File: src/rtl/main_control_fsm.sv
// ---------------------------------------------------------------------------
// main_control_fsm
//
// Main controller for a multicycle RV32I datapath. It walks each instruction
// through fetch, decode, execute, memory and writeback. It drives every
// datapath strobe and mux select, and it produces the two-bit ALU_Op code
// that the ALU control decoder combines with funct3/funct7.
//
// Ports
//   clk         in   rising-edge clock
//   rst_n       in   asynchronous active-low reset, forces FETCH
//   opcode[6:0] in   IR[6:0], stable from DECODE until the next fetch completes
//   funct3[2:0] in   IR[14:12]
//   zero        in   ALU zero flag for the current cycle
//   mem_ready   in   memory completes the current request this cycle
//   ALU_Op[1:0] out  00 add, 01 sub, 10 decode funct3/funct7
//   pc_write    out  PC load strobe
//   ir_write    out  IR / old_pc load strobe
//   mem_read    out  memory read request
//   mem_write   out  memory write request
//   reg_write   out  register file write strobe
//   adr_src     out  memory address select: 0 PC, 1 ALUOut
//   alu_src_a   out  00 PC, 01 old_pc, 10 rs1 latch, 11 constant 0
//   alu_src_b   out  00 rs2 latch, 01 immediate, 10 constant 4
//   result_src  out  00 ALUOut, 01 memory data, 10 ALU result
//   imm_src     out  000 I, 001 S, 010 B, 011 J, 100 U (from opcode only)
//   illegal     out  high while the FSM sits in TRAP
// ---------------------------------------------------------------------------
module main_control_fsm (
    input  logic       clk,
    input  logic       rst_n,
    input  logic [6:0] opcode,
    input  logic [2:0] funct3,
    input  logic       zero,
    input  logic       mem_ready,
    output logic [1:0] ALU_Op,
    output logic       pc_write,
    output logic       ir_write,
    output logic       mem_read,
    output logic       mem_write,
    output logic       reg_write,
    output logic       adr_src,
    output logic [1:0] alu_src_a,
    output logic [1:0] alu_src_b,
    output logic [1:0] result_src,
    output logic [2:0] imm_src,
    output logic       illegal
);

    // RV32I major opcodes handled by this controller
    localparam logic [6:0] OPC_LOAD   = 7'b0000011;
    localparam logic [6:0] OPC_STORE  = 7'b0100011;
    localparam logic [6:0] OPC_OP     = 7'b0110011;
    localparam logic [6:0] OPC_OP_IMM = 7'b0010011;
    localparam logic [6:0] OPC_BRANCH = 7'b1100011;
    localparam logic [6:0] OPC_JAL    = 7'b1101111;
    localparam logic [6:0] OPC_JALR   = 7'b1100111;
    localparam logic [6:0] OPC_LUI    = 7'b0110111;
    localparam logic [6:0] OPC_AUIPC  = 7'b0010111;

    // ALU_Op codes
    localparam logic [1:0] ALU_ADD    = 2'b00;
    localparam logic [1:0] ALU_SUB    = 2'b01;
    localparam logic [1:0] ALU_DECODE = 2'b10;

    // ALU operand A selects
    localparam logic [1:0] SRCA_PC     = 2'b00;
    localparam logic [1:0] SRCA_OLD_PC = 2'b01;
    localparam logic [1:0] SRCA_RS1    = 2'b10;
    localparam logic [1:0] SRCA_ZERO   = 2'b11;

    // ALU operand B selects
    localparam logic [1:0] SRCB_RS2  = 2'b00;
    localparam logic [1:0] SRCB_IMM  = 2'b01;
    localparam logic [1:0] SRCB_FOUR = 2'b10;

    // Result mux selects
    localparam logic [1:0] RES_ALUOUT = 2'b00;
    localparam logic [1:0] RES_MEM    = 2'b01;
    localparam logic [1:0] RES_ALU    = 2'b10;

    // Immediate format selects
    localparam logic [2:0] IMM_I = 3'b000;
    localparam logic [2:0] IMM_S = 3'b001;
    localparam logic [2:0] IMM_B = 3'b010;
    localparam logic [2:0] IMM_J = 3'b011;
    localparam logic [2:0] IMM_U = 3'b100;

    typedef enum logic [3:0] {
        S_FETCH,
        S_DECODE,
        S_MEMADR,
        S_MEMREAD,
        S_MEMWB,
        S_MEMWRITE,
        S_EXEC_R,
        S_EXEC_I,
        S_EXEC_U,
        S_ALUWB,
        S_BRANCH,
        S_JAL,
        S_JALR_A,
        S_JALR_B,
        S_TRAP
    } state_t;

    state_t state;
    state_t next_state;

    // Only BEQ and BNE are implemented. funct3[0] selects the sense of
    // the zero test, so the upper two bits must both be clear.
    logic branch_legal;
    assign branch_legal = (funct3[2:1] == 2'b00);

    // State register. Reset is asynchronous so that an in-flight memory
    // request is withdrawn in the same cycle that reset is asserted.
    always_ff @(posedge clk or negedge rst_n) begin
        if (!rst_n) begin
            state <= S_FETCH;
        end else begin
            state <= next_state;
        end
    end

    // Next-state logic. The memory-facing states wait on mem_ready. TRAP is
    // a sink that only reset can leave.
    always_comb begin
        next_state = state;
        case (state)
            S_FETCH: begin
                if (mem_ready) next_state = S_DECODE;
            end
            S_DECODE: begin
                case (opcode)
                    OPC_LOAD,
                    OPC_STORE:  next_state = S_MEMADR;
                    OPC_OP:     next_state = S_EXEC_R;
                    OPC_OP_IMM: next_state = S_EXEC_I;
                    OPC_BRANCH: next_state = S_BRANCH;
                    OPC_JAL:    next_state = S_JAL;
                    OPC_JALR:   next_state = S_JALR_A;
                    OPC_LUI,
                    OPC_AUIPC:  next_state = S_EXEC_U;
                    default:    next_state = S_TRAP;
                endcase
            end
            S_MEMADR: begin
                // Only loads and stores reach this state, so anything that
                // is not a load must be a store.
                next_state = (opcode == OPC_LOAD) ? S_MEMREAD : S_MEMWRITE;
            end
            S_MEMREAD: begin
                if (mem_ready) next_state = S_MEMWB;
            end
            S_MEMWB:    next_state = S_FETCH;
            S_MEMWRITE: begin
                if (mem_ready) next_state = S_FETCH;
            end
            S_EXEC_R:   next_state = S_ALUWB;
            S_EXEC_I:   next_state = S_ALUWB;
            S_EXEC_U:   next_state = S_ALUWB;
            S_ALUWB:    next_state = S_FETCH;
            S_BRANCH:   next_state = branch_legal ? S_FETCH : S_TRAP;
            S_JAL:      next_state = S_ALUWB;
            S_JALR_A:   next_state = S_JALR_B;
            S_JALR_B:   next_state = S_ALUWB;
            S_TRAP:     next_state = S_TRAP;
            default:    next_state = S_FETCH;
        endcase
    end

    // Output logic. Most outputs are Moore. The exceptions are the FETCH
    // handshake strobes, which wait on mem_ready, and the branch pc_write,
    // which depends on zero. The FETCH strobes are also masked by rst_n.
    // Without that mask, a mem_ready that is already high while reset is
    // asserted could load the PC or the IR.
    always_comb begin
        ALU_Op     = ALU_ADD;
        pc_write   = 1'b0;
        ir_write   = 1'b0;
        mem_read   = 1'b0;
        mem_write  = 1'b0;
        reg_write  = 1'b0;
        adr_src    = 1'b0;
        alu_src_a  = SRCA_PC;
        alu_src_b  = SRCB_RS2;
        result_src = RES_ALUOUT;
        illegal    = 1'b0;
        case (state)
            S_FETCH: begin
                mem_read = 1'b1;
                adr_src  = 1'b0;
                if (mem_ready && rst_n) begin
                    ir_write   = 1'b1;
                    pc_write   = 1'b1;
                    alu_src_a  = SRCA_PC;
                    alu_src_b  = SRCB_FOUR;
                    ALU_Op     = ALU_ADD;
                    result_src = RES_ALU;
                end
            end
            S_DECODE: begin
                // Precompute the branch/JAL target into ALUOut
                alu_src_a = SRCA_OLD_PC;
                alu_src_b = SRCB_IMM;
                ALU_Op    = ALU_ADD;
            end
            S_MEMADR: begin
                alu_src_a = SRCA_RS1;
                alu_src_b = SRCB_IMM;
                ALU_Op    = ALU_ADD;
            end
            S_MEMREAD: begin
                adr_src  = 1'b1;
                mem_read = 1'b1;
            end
            S_MEMWB: begin
                result_src = RES_MEM;
                reg_write  = 1'b1;
            end
            S_MEMWRITE: begin
                adr_src   = 1'b1;
                mem_write = 1'b1;
            end
            S_EXEC_R: begin
                alu_src_a = SRCA_RS1;
                alu_src_b = SRCB_RS2;
                ALU_Op    = ALU_DECODE;
            end
            S_EXEC_I: begin
                // For ADDI, IR[30] is immediate data. The ALU decoder would
                // read it as the SUB bit, so add is forced here instead.
                alu_src_a = SRCA_RS1;
                alu_src_b = SRCB_IMM;
                ALU_Op    = (funct3 == 3'b000) ? ALU_ADD : ALU_DECODE;
            end
            S_EXEC_U: begin
                // LUI adds the immediate to 0. AUIPC adds it to the
                // instruction's own PC.
                alu_src_a = (opcode == OPC_LUI) ? SRCA_ZERO : SRCA_OLD_PC;
                alu_src_b = SRCB_IMM;
                ALU_Op    = ALU_ADD;
            end
            S_ALUWB: begin
                result_src = RES_ALUOUT;
                reg_write  = 1'b1;
            end
            S_BRANCH: begin
                alu_src_a  = SRCA_RS1;
                alu_src_b  = SRCB_RS2;
                ALU_Op     = ALU_SUB;
                result_src = RES_ALUOUT;
                pc_write   = branch_legal & (zero ^ funct3[0]);
            end
            S_JAL, S_JALR_B: begin
                // The PC loads the target held in ALUOut. In the same cycle
                // the ALU forms old_pc + 4 as the link value.
                alu_src_a  = SRCA_OLD_PC;
                alu_src_b  = SRCB_FOUR;
                ALU_Op     = ALU_ADD;
                result_src = RES_ALUOUT;
                pc_write   = 1'b1;
            end
            S_JALR_A: begin
                alu_src_a = SRCA_RS1;
                alu_src_b = SRCB_IMM;
                ALU_Op    = ALU_ADD;
            end
            S_TRAP: begin
                illegal = 1'b1;
            end
            default: begin
                illegal = 1'b0;
            end
        endcase
    end

    // Immediate format select depends only on the opcode. Formats without an
    // immediate, and illegal opcodes, fall back to I.
    always_comb begin
        imm_src = IMM_I;
        case (opcode)
            OPC_LOAD,
            OPC_OP_IMM,
            OPC_JALR:   imm_src = IMM_I;
            OPC_STORE:  imm_src = IMM_S;
            OPC_BRANCH: imm_src = IMM_B;
            OPC_JAL:    imm_src = IMM_J;
            OPC_LUI,
            OPC_AUIPC:  imm_src = IMM_U;
            default:    imm_src = IMM_I;
        endcase
    end

endmodule

File: config.mk
export PLATFORM = sky130hd
export DESIGN_NAME = main_control_fsm
export DESIGN_NICKNAME = d
export VERILOG_FILES = /design/src/rtl/main_control_fsm.sv
export SDC_FILE = /design/constraint.sdc
export NUM_CORES = 1
export LEC_CHECK = 0
export CAP_MARGIN = 30
export CORE_MARGIN = 2
export CORE_UTILIZATION = 50
export CTS_BUF_LIST = sky130_fd_sc_hd__clkbuf_4
export DETAILED_ROUTE_END_ITERATION = 8
export DONT_BUFFER_PORTS = 1
export SLEW_MARGIN = 15
export SYNTH_ARGS = -nofsm -noshare
export SYNTH_HDL_FRONTEND = slang
export SYNTH_SLANG_ARGS = --single-unit
File: constraint.sdc
create_clock -name clk -period 4.4 [get_ports clk]
set_clock_uncertainty 0.05 [all_clocks]
set_input_delay 1.32 -clock clk [delete_from_list [all_inputs] [get_ports clk]]
set_output_delay 1.32 -clock clk [all_outputs]
set_load 0.02 [all_outputs]
==> results.md <==
Outcome:
- The flow ran to the end, and the final reports show no timing, DRC or antenna violations.

Finish:
- The register with the most flip-flops in the final layout is state.
- At the end of the flow the core is filled with cells to 52.21%.
- The number of flip-flops under the largest register name is 4.
- In the final layout, the share of cells above drive strength 1 is 14.42%.
- The final layout contains 120 nets.
- The largest registers in the layout are state x4.
- 0 antenna diodes ended up in the layout.
- The layout overhead on the synthesized area is -0.4861%.

Critical path:
- The largest fanout on the critical path is 8.
- The sort of element at the start of the critical path is an input port.
- The largest stage delay on the critical path is 0.39 ns.
- The worst setup path category is input port to output port.
- The worst register-to-register path begins at state[2].
- The critical path data required time is 3.03 ns.
- The worst register-to-register path has a depth of 4.
- The worst setup path is captured at an output port.
- The critical path runs through a total of 4 cells.
- On the critical path the largest part of the delay comes from simple AND/OR/NAND/NOR gates.
- The worst register-to-register path has a setup slack of 2.62 ns.
- The worst register-to-register path ends at state[2].
- For this design, the slowest cell found on the critical path is sky130_fd_sc_hd__nor2_1.
- Walking the worst path, the cells encountered are nand4b_1 -> nor2_1 -> a21oi_1 -> o21ai_1.
- Counting both buffers and inverters, the worst setup path holds a total of 0.
- The critical path data arrival time is 2.39 ns.

Place:
- The weighted congestion at the end of routability-driven global placement is 0.7886.
- The HPWL after detailed placement is 1413 um.
- Port buffering added 0 buffers.

STA:
- The worst path needs 3.760 ns of the cycle, external delays included.
- Static timing analysis puts the maximum clock frequency at 266.0 MHz.
- The number of hold violations in the final report is 0.
- The portion of the clock cycle consumed by the worst path in the final layout is 85.45%.
- Summed over all failing endpoints, the final setup total negative slack is 0 ns.
- The worst pin sits at a relative slew slack of 50.24%.
- The final hold slack is 0.7370 ns.
- Setup violations remaining at the end of the flow were counted as 0.
- For the pin with the worst max-slew slack, the measured transition is 0.7414 ns.
- Setup repair after global routing left no endpoint under its margin.
- The final count of pins violating max slew is 0.

GRT:
- The overflow left after global routing is 0.
- The via count of the first global-routing pass is 698.
- The overall global routing resource usage is 21.39%.
- The number of antenna violations at the first check in global routing is 0.
- Entering global routing, the biggest net connects 22 pins.
- The first-pass GRT wire length is 3042 um.

Route:
- The total DRC errors in the routed layout is 0.
- For this block, the initial DRC count from the detailed router was 4.
- After detailed routing, the number of vias per cell comes to 6.292.
- After detailed routing, the average wire length per cell comes to 14.93 um.
- Before antenna repair, the detailed router went through 4 iterations.
- The via count of the routed design is 755.
- The remaining antenna violation count after routing is 0.
- The final layout contains routed wiring with a total length of 1792 um.

Logic synthesis:
- The leading register cell type out of synthesis is sky130_fd_sc_hd__dfrtp_1.
- The netlist uses 49 different library cells.
- The sequential cell area fraction in the yosys report is 12.97%.
- After synthesis the netlist holds a flip-flop and latch count of 4.
- The post-synth net total is 122.
- The synthesized netlist occupies a cell area of 772.0 sq um.
- The Yosys step of the flow raised 0 warnings.
- The number of flops mapped to enable cells by yosys is 0.
- In the synthesized netlist the async set-or-reset flop fraction comes to 100.0%.
- The number of instances in the synthesized netlist is 108.
- A synthesized cell averages 7.148 sq um.

Clock network:
- The post-cts resize count is 0.
- In this run the number of H-tree levels came out at 1.
- The CTS tree is done.
- Clock-pin slew was measured on the worst setup and hold paths at 0.04 ns.
- TritonCTS created 3 clock buffers.
- Buffers inserted to repair hold after CTS numbered 0.
- The clock sink total is 4.
- After clock tree synthesis, the setup repair step added 0 buffers.
- The root cell of the clock tree is sky130_fd_sc_hd__clkbuf_4.
- The maximum number of buffers from clock root to sink is 2.
- The clock latency at the later pin of the worst-skew pair is 0.23 ns.

Pwr:
- The cell area power density is 696.5 mW/mm^2.
- The peak ir drop on the vdd network is 0.0003016 V.
- The leakage dissipation is 0.2904 nW.

Floorplanning:
- The overall die area is 0.001874 sq mm.
- The initial utilization of the core area, before any placement, comes to 52.47%.
- From bottom edge to top edge, the die measures 43.30 um.
- The placeable core region is 0.001471 sq mm.
- The floorplan die width is 43.30 um.
- The number of core rows is 14.
- The I/O pin count is 32.

Flow run:
- Across the run, the number of max-cap violations was 0.

Min path:
- The worst hold path belongs to the class input port to async pin.
==> placed cells by master (no fill, tap or decap), types with 2 or more instances in the layout <==
cell | synthesis | layout
sky130_fd_sc_hd__nand2_1 | 5 | 5
sky130_fd_sc_hd__o32ai_1 | 2 | 2
sky130_fd_sc_hd__nand2b_1 | 5 | 5
sky130_fd_sc_hd__clkbuf_4 | 0 | 3
sky130_fd_sc_hd__o211ai_2 | 2 | 2
sky130_fd_sc_hd__nor2b_1 | 2 | 2
sky130_fd_sc_hd__xor2_1 | 2 | 2
sky130_fd_sc_hd__o21ai_1 | 5 | 5
sky130_fd_sc_hd__a21oi_1 | 8 | 8
sky130_fd_sc_hd__nor4_1 | 2 | 2
sky130_fd_sc_hd__buf_4 | 3 | 3
sky130_fd_sc_hd__nor2_1 | 13 | 13
sky130_fd_sc_hd__a31oi_1 | 2 | 2
sky130_fd_sc_hd__inv_1 | 6 | 6
sky130_fd_sc_hd__nor3_1 | 9 | 9
sky130_fd_sc_hd__dfrtp_1 | 4 | 4
==> metrics by stage <==
stage / cells / setup slack [ns] / cell area, sq um / power [mW]
after floorplan: 108 / 0.3058 / 772.0 / 0.4519
after global placement: 117 / 0.6210 / 745.7 / 0.4885
after detailed placement: 117 / 0.6271 / 745.7 / 0.4911
after CTS: 120 / 0.6228 / 768.2 / 0.5378
after global routing: 120 / 0.5542 / 768.2 / 0.5801
final: 120 / 0.6404 / 768.2 / 0.5351
==> cells in the mapped netlist (all sizes together) (2+ instances only) <==
| cell | count | area share (%) |
|---|---|---|
| nor3 | 9 | 5.8 |
| o32ai | 2 | 2.3 |
| nand2 | 6 | 3.2 |
| a31oi | 2 | 1.6 |
| nor4 | 2 | 1.6 |
| xor2 | 2 | 2.3 |
| nor2 | 14 | 7.1 |
| dfrtp | 4 | 13 |
| nor2b | 3 | 3.4 |
| o211ai | 3 | 4.2 |
| buf | 10 | 8.9 |
| nand2b | 6 | 5.2 |
| inv | 6 | 2.9 |
| o21ai | 6 | 3.9 |
| or3 | 2 | 2.3 |
| a21oi | 8 | 5.2 |
==> worst max path at each step <==
stage	start	to
after floorplan	opcode[3]	imm_src[0]
after CTS	opcode[3]	alu_src_a[1]
after global placement	opcode[3]	alu_src_a[1]
after global routing	opcode[3]	alu_src_a[1]
final	opcode[3]	alu_src_a[1]
after detailed placement	opcode[3]	alu_src_a[1]
==> area by class of cell <==
type	count	area [sq um]
clock buffer	3	22.52
fill	168	703.2
inverter	6	22.52
multi-input combinational	88	580.6
sequential	4	100.1
tap	16	20.02
timing repair buffer	3	22.52
==> cell families after synthesis <==
family	share of synthesized area, %
AND/OR/NAND/NOR	40.04
AO/OA/AOI/OAI	30.47
buffers and inverters	11.83
flip-flops	12.97
XOR/XNOR	3.404
multiplexers	1.297
==> metal layers <==
| metal | global-route usage [%] | share of wire [%] | up-vias |
|---|---|---|---|
| met5 | 0 | 0 | - |
| li1 | - | - | 390 |
| met2 | 30.75 | 44 | 23 |
| met4 | 7.879 | 0 | 0 |
| met1 | 30.26 | 49 | 342 |
| met3 | 5.532 | 6.7 | 0 |
==> power breakdown <==
| group | switching [mW] | internal [mW] |
|---|---|---|
| Sequential | 0.0762 | 0.0536 |
| Combinational | 0.219 | 0.143 |
| Clock | 0.0129 | 0.0304 |
| Total | 0.309 | 0.227 |
==> worst reg2reg max path: cells and delay by family (launching register included) <==
kind / cells / cell delay (ns)
AOI/OAI and AO/OA: 3 / 0.62
DFF: 1 / 0.61
and+or+nand+nor: 1 / 0.37
(Power assumes the default switching activity.)
